===== config.mk =====
export PLATFORM = sky130hd
export DESIGN_NAME = vga_shadow_regs
export DESIGN_NICKNAME = d
export VERILOG_FILES = /design/src/rtl/vga_shadow_regs.sv
export SDC_FILE = /design/constraint.sdc
export NUM_CORES = 1
export LEC_CHECK = 0
export CAP_MARGIN = 15
export CORE_UTILIZATION = 42
export DETAILED_ROUTE_END_ITERATION = 6
export GPL_TIMING_DRIVEN = 0
export PLACE_DENSITY = 0.71
export SLEW_MARGIN = 20
export SYNTH_ARGS = -nofsm -noshare
export SYNTH_HDL_FRONTEND = slang
export SYNTH_SLANG_ARGS = --single-unit

===== constraint.sdc =====
create_clock -name clk -period 25.1 [get_ports clk]
set_input_delay 6.275 -clock clk [delete_from_list [all_inputs] [get_ports clk]]
set_output_delay 6.275 -clock clk [all_outputs]
set_load 0.02 [all_outputs]

===== src/rtl/vga_shadow_regs.sv =====
// Double-buffered VGA register bank: Avalon writes land in staging and commit to live outputs at vblank start.
// Optional macro VGA_SHADOW_IRQ_EN builds the vblank interrupt flop; otherwise irq is tied low.
module vga_shadow_regs #(
  parameter int VACTIVE = 480,
  parameter int SCORE_W = 8
) (
  input  logic        clk,
  input  logic        reset,
  input  logic        chipselect,
  input  logic        write,
  input  logic        read,
  input  logic [3:0]  address,
  input  logic [15:0] writedata,
  output logic [15:0] readdata,
  input  logic [9:0]  vcount,
  output logic [15:0] x,
  output logic [15:0] y,
  output logic [15:0] x1,
  output logic [15:0] y1,
  output logic [15:0] x2,
  output logic [15:0] y2,
  output logic [15:0] x3,
  output logic [15:0] y3,
  output logic [15:0] x4,
  output logic [15:0] y4,
  output logic [15:0] x5,
  output logic [15:0] y5,
  output logic [1:0]  state,
  output logic [2:0]  level,
  output logic        result,
  output logic [2:0]  nin_life,
  output logic [3:0]  one,
  output logic [3:0]  ten,
  output logic [3:0]  hun,
  output logic        irq
);

  localparam int CW = $clog2(SCORE_W + 1);

  typedef enum logic [1:0] {BCD_IDLE, BCD_SHIFT, BCD_DONE} bcd_state_t;

  logic [15:0]        stg_xy [12];
  logic [15:0]        live_xy [12];
  logic [1:0]         stg_state;
  logic [2:0]         stg_level;
  logic               stg_result;
  logic [SCORE_W-1:0] stg_score;
  logic [2:0]         stg_life;
  logic [SCORE_W-1:0] live_score;
  logic               dirty;
  logic [7:0]         frame_cnt;
  logic               vge_q;
  logic               vge_prev;
  logic               vbs;
  logic               wr_en;
  logic               wr_ctrl;
  logic [15:0]        rd_mux;

  bcd_state_t         bcd_state;
  bcd_state_t         bcd_next;
  logic               bcd_start;
  logic               bcd_busy;
  logic [11:0]        bcd_sr;
  logic [SCORE_W-1:0] bin_sr;
  logic [CW-1:0]      bcd_cnt;

  function automatic logic [15:0] xy_reset(input int i);
    case (i)
      0:       return 16'd300;
      1:       return 16'd200;
      2:       return 16'd10;
      4:       return 16'd70;
      6:       return 16'd200;
      8:       return 16'd300;
      10:      return 16'd500;
      default: return 16'd300;
    endcase
  endfunction

  function automatic logic [11:0] dabble(input logic [11:0] d);
    logic [11:0] r;
    r = d;
    for (int k = 0; k < 3; k++) begin
      if (r[k*4 +: 4] >= 4'd5) r[k*4 +: 4] = r[k*4 +: 4] + 4'd3;
    end
    return r;
  endfunction

  // vbs is the rising edge of a registered compare, so it trails vcount reaching VACTIVE by one cycle.
  assign vbs     = vge_q && !vge_prev;
  assign wr_en   = chipselect && write;
  assign wr_ctrl = wr_en && (address == 4'd15);
  assign bcd_busy = (bcd_state != BCD_IDLE) || bcd_start;

  always_ff @(posedge clk or posedge reset) begin
    if (reset) begin
      for (int i = 0; i < 12; i++) begin
        stg_xy[i]  <= xy_reset(i);
        live_xy[i] <= xy_reset(i);
      end
      stg_state  <= '0;
      stg_level  <= '0;
      stg_result <= 1'b0;
      stg_score  <= '0;
      stg_life   <= '0;
      state      <= '0;
      level      <= '0;
      result     <= 1'b0;
      nin_life   <= '0;
      live_score <= '0;
      dirty      <= 1'b0;
      frame_cnt  <= '0;
      vge_q      <= 1'b1;
      vge_prev   <= 1'b1;
      bcd_start  <= 1'b0;
      readdata   <= '0;
    end else begin
      vge_q     <= (vcount >= 10'(VACTIVE));
      vge_prev  <= vge_q;
      bcd_start <= vbs && dirty && (stg_score != live_score);
      if (vbs) begin
        frame_cnt <= frame_cnt + 8'd1;
        if (dirty) begin
          for (int i = 0; i < 12; i++) live_xy[i] <= stg_xy[i];
          state      <= stg_state;
          level      <= stg_level;
          result     <= stg_result;
          nin_life   <= stg_life;
          live_score <= stg_score;
          dirty      <= 1'b0;
        end
      end
      // A write on the vbs cycle lands after the commit and keeps dirty set for the next frame.
      if (wr_en && address != 4'd15) begin
        dirty <= 1'b1;
        case (address)
          4'd12: begin
            stg_state  <= writedata[1:0];
            stg_level  <= writedata[4:2];
            stg_result <= writedata[5];
          end
          4'd13:   stg_score <= writedata[SCORE_W-1:0];
          4'd14:   stg_life  <= writedata[2:0];
          default: stg_xy[address] <= writedata;
        endcase
      end
      if (wr_ctrl && writedata[1]) dirty <= 1'b0;
      if (chipselect && read) readdata <= rd_mux;
    end
  end

  always_comb begin
    rd_mux = '0;
    case (address)
      4'd12:   rd_mux = {10'd0, stg_result, stg_level, stg_state};
      4'd13:   rd_mux = 16'(stg_score);
      4'd14:   rd_mux = {13'd0, stg_life};
      4'd15:   rd_mux = {frame_cnt, 4'd0, bcd_busy, dirty, 1'b0, irq};
      default: rd_mux = stg_xy[address];
    endcase
  end

`ifdef VGA_SHADOW_IRQ_EN
  logic irq_q;
  always_ff @(posedge clk or posedge reset) begin
    if (reset)                          irq_q <= 1'b0;
    else if (vbs)                       irq_q <= 1'b1;
    else if (wr_ctrl && writedata[0])   irq_q <= 1'b0;
  end
  assign irq = irq_q;
`else
  assign irq = 1'b0;
`endif

  always_ff @(posedge clk or posedge reset) begin
    if (reset) bcd_state <= BCD_IDLE;
    else       bcd_state <= bcd_next;
  end

  // A start in any state restarts the conversion from iteration 0.
  always_comb begin
    bcd_next = bcd_state;
    if (bcd_start) begin
      bcd_next = BCD_SHIFT;
    end else begin
      case (bcd_state)
        BCD_SHIFT: if (bcd_cnt == CW'(SCORE_W - 1)) bcd_next = BCD_DONE;
        BCD_DONE:  bcd_next = BCD_IDLE;
        default:   bcd_next = BCD_IDLE;
      endcase
    end
  end

  always_ff @(posedge clk or posedge reset) begin
    if (reset) begin
      bcd_sr  <= '0;
      bin_sr  <= '0;
      bcd_cnt <= '0;
      one     <= '0;
      ten     <= '0;
      hun     <= '0;
    end else if (bcd_start) begin
      bcd_sr  <= '0;
      bin_sr  <= live_score;
      bcd_cnt <= '0;
    end else if (bcd_state == BCD_SHIFT) begin
      {bcd_sr, bin_sr} <= {dabble(bcd_sr)[10:0], bin_sr, 1'b0};
      bcd_cnt          <= bcd_cnt + 1'b1;
    end else if (bcd_state == BCD_DONE) begin
      {hun, ten, one} <= bcd_sr;
    end
  end

  assign x  = live_xy[0];
  assign y  = live_xy[1];
  assign x1 = live_xy[2];
  assign y1 = live_xy[3];
  assign x2 = live_xy[4];
  assign y2 = live_xy[5];
  assign x3 = live_xy[6];
  assign y3 = live_xy[7];
  assign x4 = live_xy[8];
  assign y4 = live_xy[9];
  assign x5 = live_xy[10];
  assign y5 = live_xy[11];

endmodule


## Yosys cells after proc, flatten, opt, wreduce, memory -nomap -nowiden

Cells that the tools add are included.

| cells by class | value |
|---|---|
| $lt $le $gt $ge | 6 |
| $mul | 0 |
| add/subtract/negate cells | 5 |
| multiplexer cells | 22 |
| bitwise gates (word level) | 4 |
| shift operators | 0 |
| equality and inequality tests | 10 |
| reductions and logical operators | 21 |
| div/mod/pow operators | 0 |

Operator list:

| cell | number |
|---|---|
| bitwise mux 192 bit | 1 |
| binary-select mux 16 bit (select 4 bit) | 1 |
| demux 16 bit (select 4 bit) | 1 |
| one-hot mux 16 bit (4 select lines) | 1 |
| 2-to-1 mux 16 bit | 3 |
| 2-to-1 mux 12 bit | 2 |
| equality test 4 bit, second input constant | 4 |
| 2-to-1 mux 4 bit | 4 |
| 2-to-1 mux 8 bit | 2 |
| greater-or-equal comparator 4 x 3 -> 1 bit, second input constant | 3 |
| greater-or-equal comparator 10 x 9 -> 1 bit, second input constant | 1 |
| AND reduction 2 bit | 5 |
| logical AND 1 bit | 9 |
| adder 4 x 2 -> 4 bit, second input constant | 2 |
| adder 8 x 1 -> 8 bit, second input constant | 1 |
| inequality test 8 bit | 1 |
| 2-to-1 mux 2 bit | 3 |
| greater-or-equal comparator 5 bit, second input constant | 1 |
| less-than comparator 5 x 1 -> 1 bit, second input constant | 1 |
| inverter 4 -> 5 bit | 1 |
| adder 4 x 1 -> 4 bit, second input constant | 1 |
| equality test 4 x 3 -> 1 bit, second input constant | 1 |
| inequality test 4 bit, second input constant | 1 |
| nonzero test 2 bit | 2 |
| other kinds (12) | 16 |

| storage, ports and cells | value |
|---|---|
| memory bits (writable) | 0 |
| memories | 0 |
| latch bits | 0 |
| input port bits | 35 |
| register bits after elaboration | 484 |
| word-level logic and storage cells | 115 |
| output and inout port bits | 230 |
| bits in read-only memories | 0 |

## Longest topological paths before layout

| depth | value |
|---|---|
| depth after elaboration | 6 |
| mapped depth | 9 |
| depth with buffers taken out | 7 |

## Worst setup path after synthesis

OpenSTA, ideal clock, no wires.

| timing path | value |
|---|---|
| path type | in2reg |
| start | input address[0] |
| end | register stg_xy[100] (netlist bit) |
| buffers on the path | 2 |
| stages | 6 |
| setup slack | 17.394 ns |
| data required time | 24.975 ns |
| library setup time | 0.125 ns |
| data arrival time | 7.581 ns |
| cell sequence | buf_4 and2b_1 nand3_1 nor2_2 buf_6 mux2_2 |

| on the way | value |
|---|---|
| cells in the longest elaborated chain, start to end | 6 |
| elaborated cells on any way between the ends | 15 |
| those cells by class | order compare (2); eq/ne (4); mux (3); bitwise (2); reduce/logical (4) |

Ends and longest elaborated chain:

| item | RTL line | source |
|---|---|---|
| start, declared | 12 | `input logic [3:0] address,` |
| inverter 4 -> 5 bit (not written as such) | 144 | `default: stg_xy[address] <= writedata;` |
| greater-or-equal comparator 5 bit (not written as such) or less-than comparator 5 x 1 -> 1 bit (tied branches) | 144 |  |
| logical AND 1 bit (not written as such) | 144 |  |
| 2-to-1 mux 16 bit (not written as such) | 144 |  |
| demux 16 bit (select 4 bit) | 144 |  |
| bitwise mux 192 bit | 144 |  |
| end signal, assigned by index | 98 | `stg_xy[i] <= xy_reset(i);` |
| end signal, assigned by index | 144 |  |
| end, declared | 42 | `logic [15:0] stg_xy [12];` |

Several ways; a longest one is shown, not always the timed one.
A chain may end at the register's enable or synchronous reset.

## Final worst setup path

| timing path | value |
|---|---|
| start | input address[2] |
| end | register stg_xy[180] (netlist bit) |

Same word-level chain as after synthesis.

==> results.txt <==
first-pass GRT wire length - 87,870 microns
Setup Slack @ Placement - 16,370 ps
ys async rst share - 100.0%
ranking of synthesized cells by area - dfrtp_1 48%, mux2_2 23%, dfstp_2 12%
number of global-route vias before repair - 13,790
die area - 49,520 sq um
HP Class - reg2reg
hold buffers post-CTS - 0
Root Driver - clkbuf_16
DIE WIDTH - 222.5 microns
Worst Hold Slack - 384.2 ps
total clock sinks - 484
Largest register FFs - 192
clock skew - 22.57 ps
DR WL/cell - 24.83 microns
gr usage total - 23.89%
Skew-Pair Late Insertion Delay - 600 ps
period utilization - 32.81%
ANT nets after route - 0
Distinct cells, synth - 50
largest net degree at the start of global routing - 109
DR iter-0 viols - 840
Synth Warn # - 0
core area - 47,850 sq um
Pre-Repair DR Iteration Count - 5
number of synthesized register bits - 484
status - complete, no violations
Yosys top cell area share - 48.02%
Req. time, crit path - 25,570 ps
final instance area - 25,630 sq um
synthesized area - 20,430 sq um
Setup crit end kind - register
dpl cells - 2,247
Power Total - 2.775 mW
post-CTS sizing - 0
GP Congestion - 0.8879
Setup Fix Bufs, Post-CTS - 0
pwr/cell area - 108.3 nW/um^2
min Tclk post-route - 8236 ps
Clock transition at path regs - 60 ps
Final Max Slew Viols - 0
final setup violation count - 0
Biggest register - stg_xy
CTS Buf Count - 50
RSZ-0062 raised after global routing - no
vias per cell - 5.535
detailed-route via count - 12,970
Fmax achieved - 121.4 MHz
dominant synthesized flop cell - dfrtp_1
Syn Nets - 1,414
layout cells sized above 1 - 40.67%
Util after Layout - 53.57%
post-detail-place hpwl - 42,280 microns
Max VDD drop - 76.03 uV
Worst EP arrival - 8710 ps
Cell Area, Placed - 23,890 sq um
Die Height - 222.5 microns
initial antenna violation count - 4
Bufs on Longest Clock Path - 3
Max FO, Critical Path - 10
type of the worst setup path - in2reg
Final TNS setup - 0 ps
Cell Count, Final, Fillers Out - 2,344
area leader, netlist - dfrtp_1
GRT overflow - 0
drt total wl - 58,190 microns
endpoints failing hold - 0
final worst slack - 16,860 ps
sequential fraction of the synthesis area - 59.86%
layout net count - 1,727
Starting Density - 42.69%
CTS tree - yes
Port Buffers - 257
synth-to-layout area growth - 25.47%
DR DRC count - 0
io pins - 265
Slew HR - 41.68%
Post-synth EDFFs - 0
max_cap viols - 0
syn_area_per_cell - 14.90 sq um
Mapped Cells - 1,371
Leakage - 11.29 nW
type of origin of the critical path - input port
std cell rows - 80
Worst-Margin Slew - 873.0 ps
H-tree depth - 2
[critical path, stage by stage]
cell and delay, ps:
clkdlybuf4s50_1 510, buf_2 250, nor2_1 450, nand2_1 530, buf_2 390, mux2_2 300
[Yosys cell counts, drive strengths merged, types with 2 or more instances]
library cell and n:
mux2 431, dfrtp 392, dfstp 92, buf 54
mux2i 49, nand2 46, nor2 46, clkbuf 33
o21ai 31, mux4 30, a21oi 29, a22oi 14
nand3 13, xor2 13, a211oi 11, inv 10
xnor2 9, ha 8, nand2b 7, nor2b 6
nor3 5, o22ai 5, and2 4, nand4 4
nor3b 3, o211ai 3, a2111oi 2, a31oi 2
and2b 2, nand3b 2, nor4 2
[path summary, 6_finish.rpt]
kind / from / depth (start not counted) / endpoint / slack, ps
max: address[2] / 6 / stg_xy[180] / 16860
min reg2reg: vge_q / 0 / vge_prev / 380
max reg2reg: vge_prev / 6 / x[12] / 22720
max in group asynchronous: reset / 4 / y4[13] / 17530
min in group asynchronous: reset / 2 / y[5] / 6130
min: vge_q / 0 / vge_prev / 380
[power breakdown]
part           internal, mW  total [mW]  switching (mW)
combinational         0.420       0.802           0.382
sequential             1.02        1.19           0.173
clock                 0.467       0.779           0.311
total                  1.91        2.78           0.866
[metal layers]
| layer | routed length (microns) | up-vias | track usage, % |
|---|---|---|---|
| li1 | - | 5551 | - |
| met1 | 24700 | 6909 | 31.79 |
| met2 | 28400 | 413 | 38.99 |
| met3 | 3303 | 96 | 4.496 |
| met4 | 1758 | 4 | 8.699 |
| met5 | 27 | - | 0 |
[cells by family after synthesis]
| logic type | synth area share, % |
|---|---|
| other | 0.01836 |
| XOR/XNOR | 0.9433 |
| AND/OR/NAND/NOR | 3.455 |
| adder cells (fa/ha/maj) | 0.4900 |
| AO/OA/AOI/OAI | 3.093 |
| buffers and inverters | 2.493 |
| flip-flops | 59.86 |
| multiplexers | 29.65 |
[layout make-up]
class | count | area [sq um]
clock inverter | 11 | 166.4
antenna | 3 | 7.507
fill | 3902 | 22220
sequential | 484 | 12230
inverter | 10 | 45.04
timing repair buffer | 261 | 2683
clock buffer | 83 | 1569
multi-input combinational | 790 | 7691
tap | 615 | 769.5
buffer | 87 | 471.7
[layout by cell type (no fill, tap or decap), types with 5 or more instances in the layout]
cell type and n:
xor2_1 13, buf_6 7, buf_4 14, o21ai_0 31, mux2i_1 49, ha_1 8, a21oi_1 29, clkbuf_8 13
inv_1 9, mux2_4 10, xnor2_1 9, buf_2 32, o22ai_1 5, mux2_2 421, nand3_1 13, nor2b_1 6
nand2_1 46, clkbuf_16 53, nor2_1 35, clkbuf_1 50, dfrtp_1 392, a211oi_1 11, nor2_2 11, mux4_2 30
dfstp_2 92, nand2b_1 7, a22oi_1 14, clkdlybuf4s50_1 257
Power figures use the tool's default switching activity.
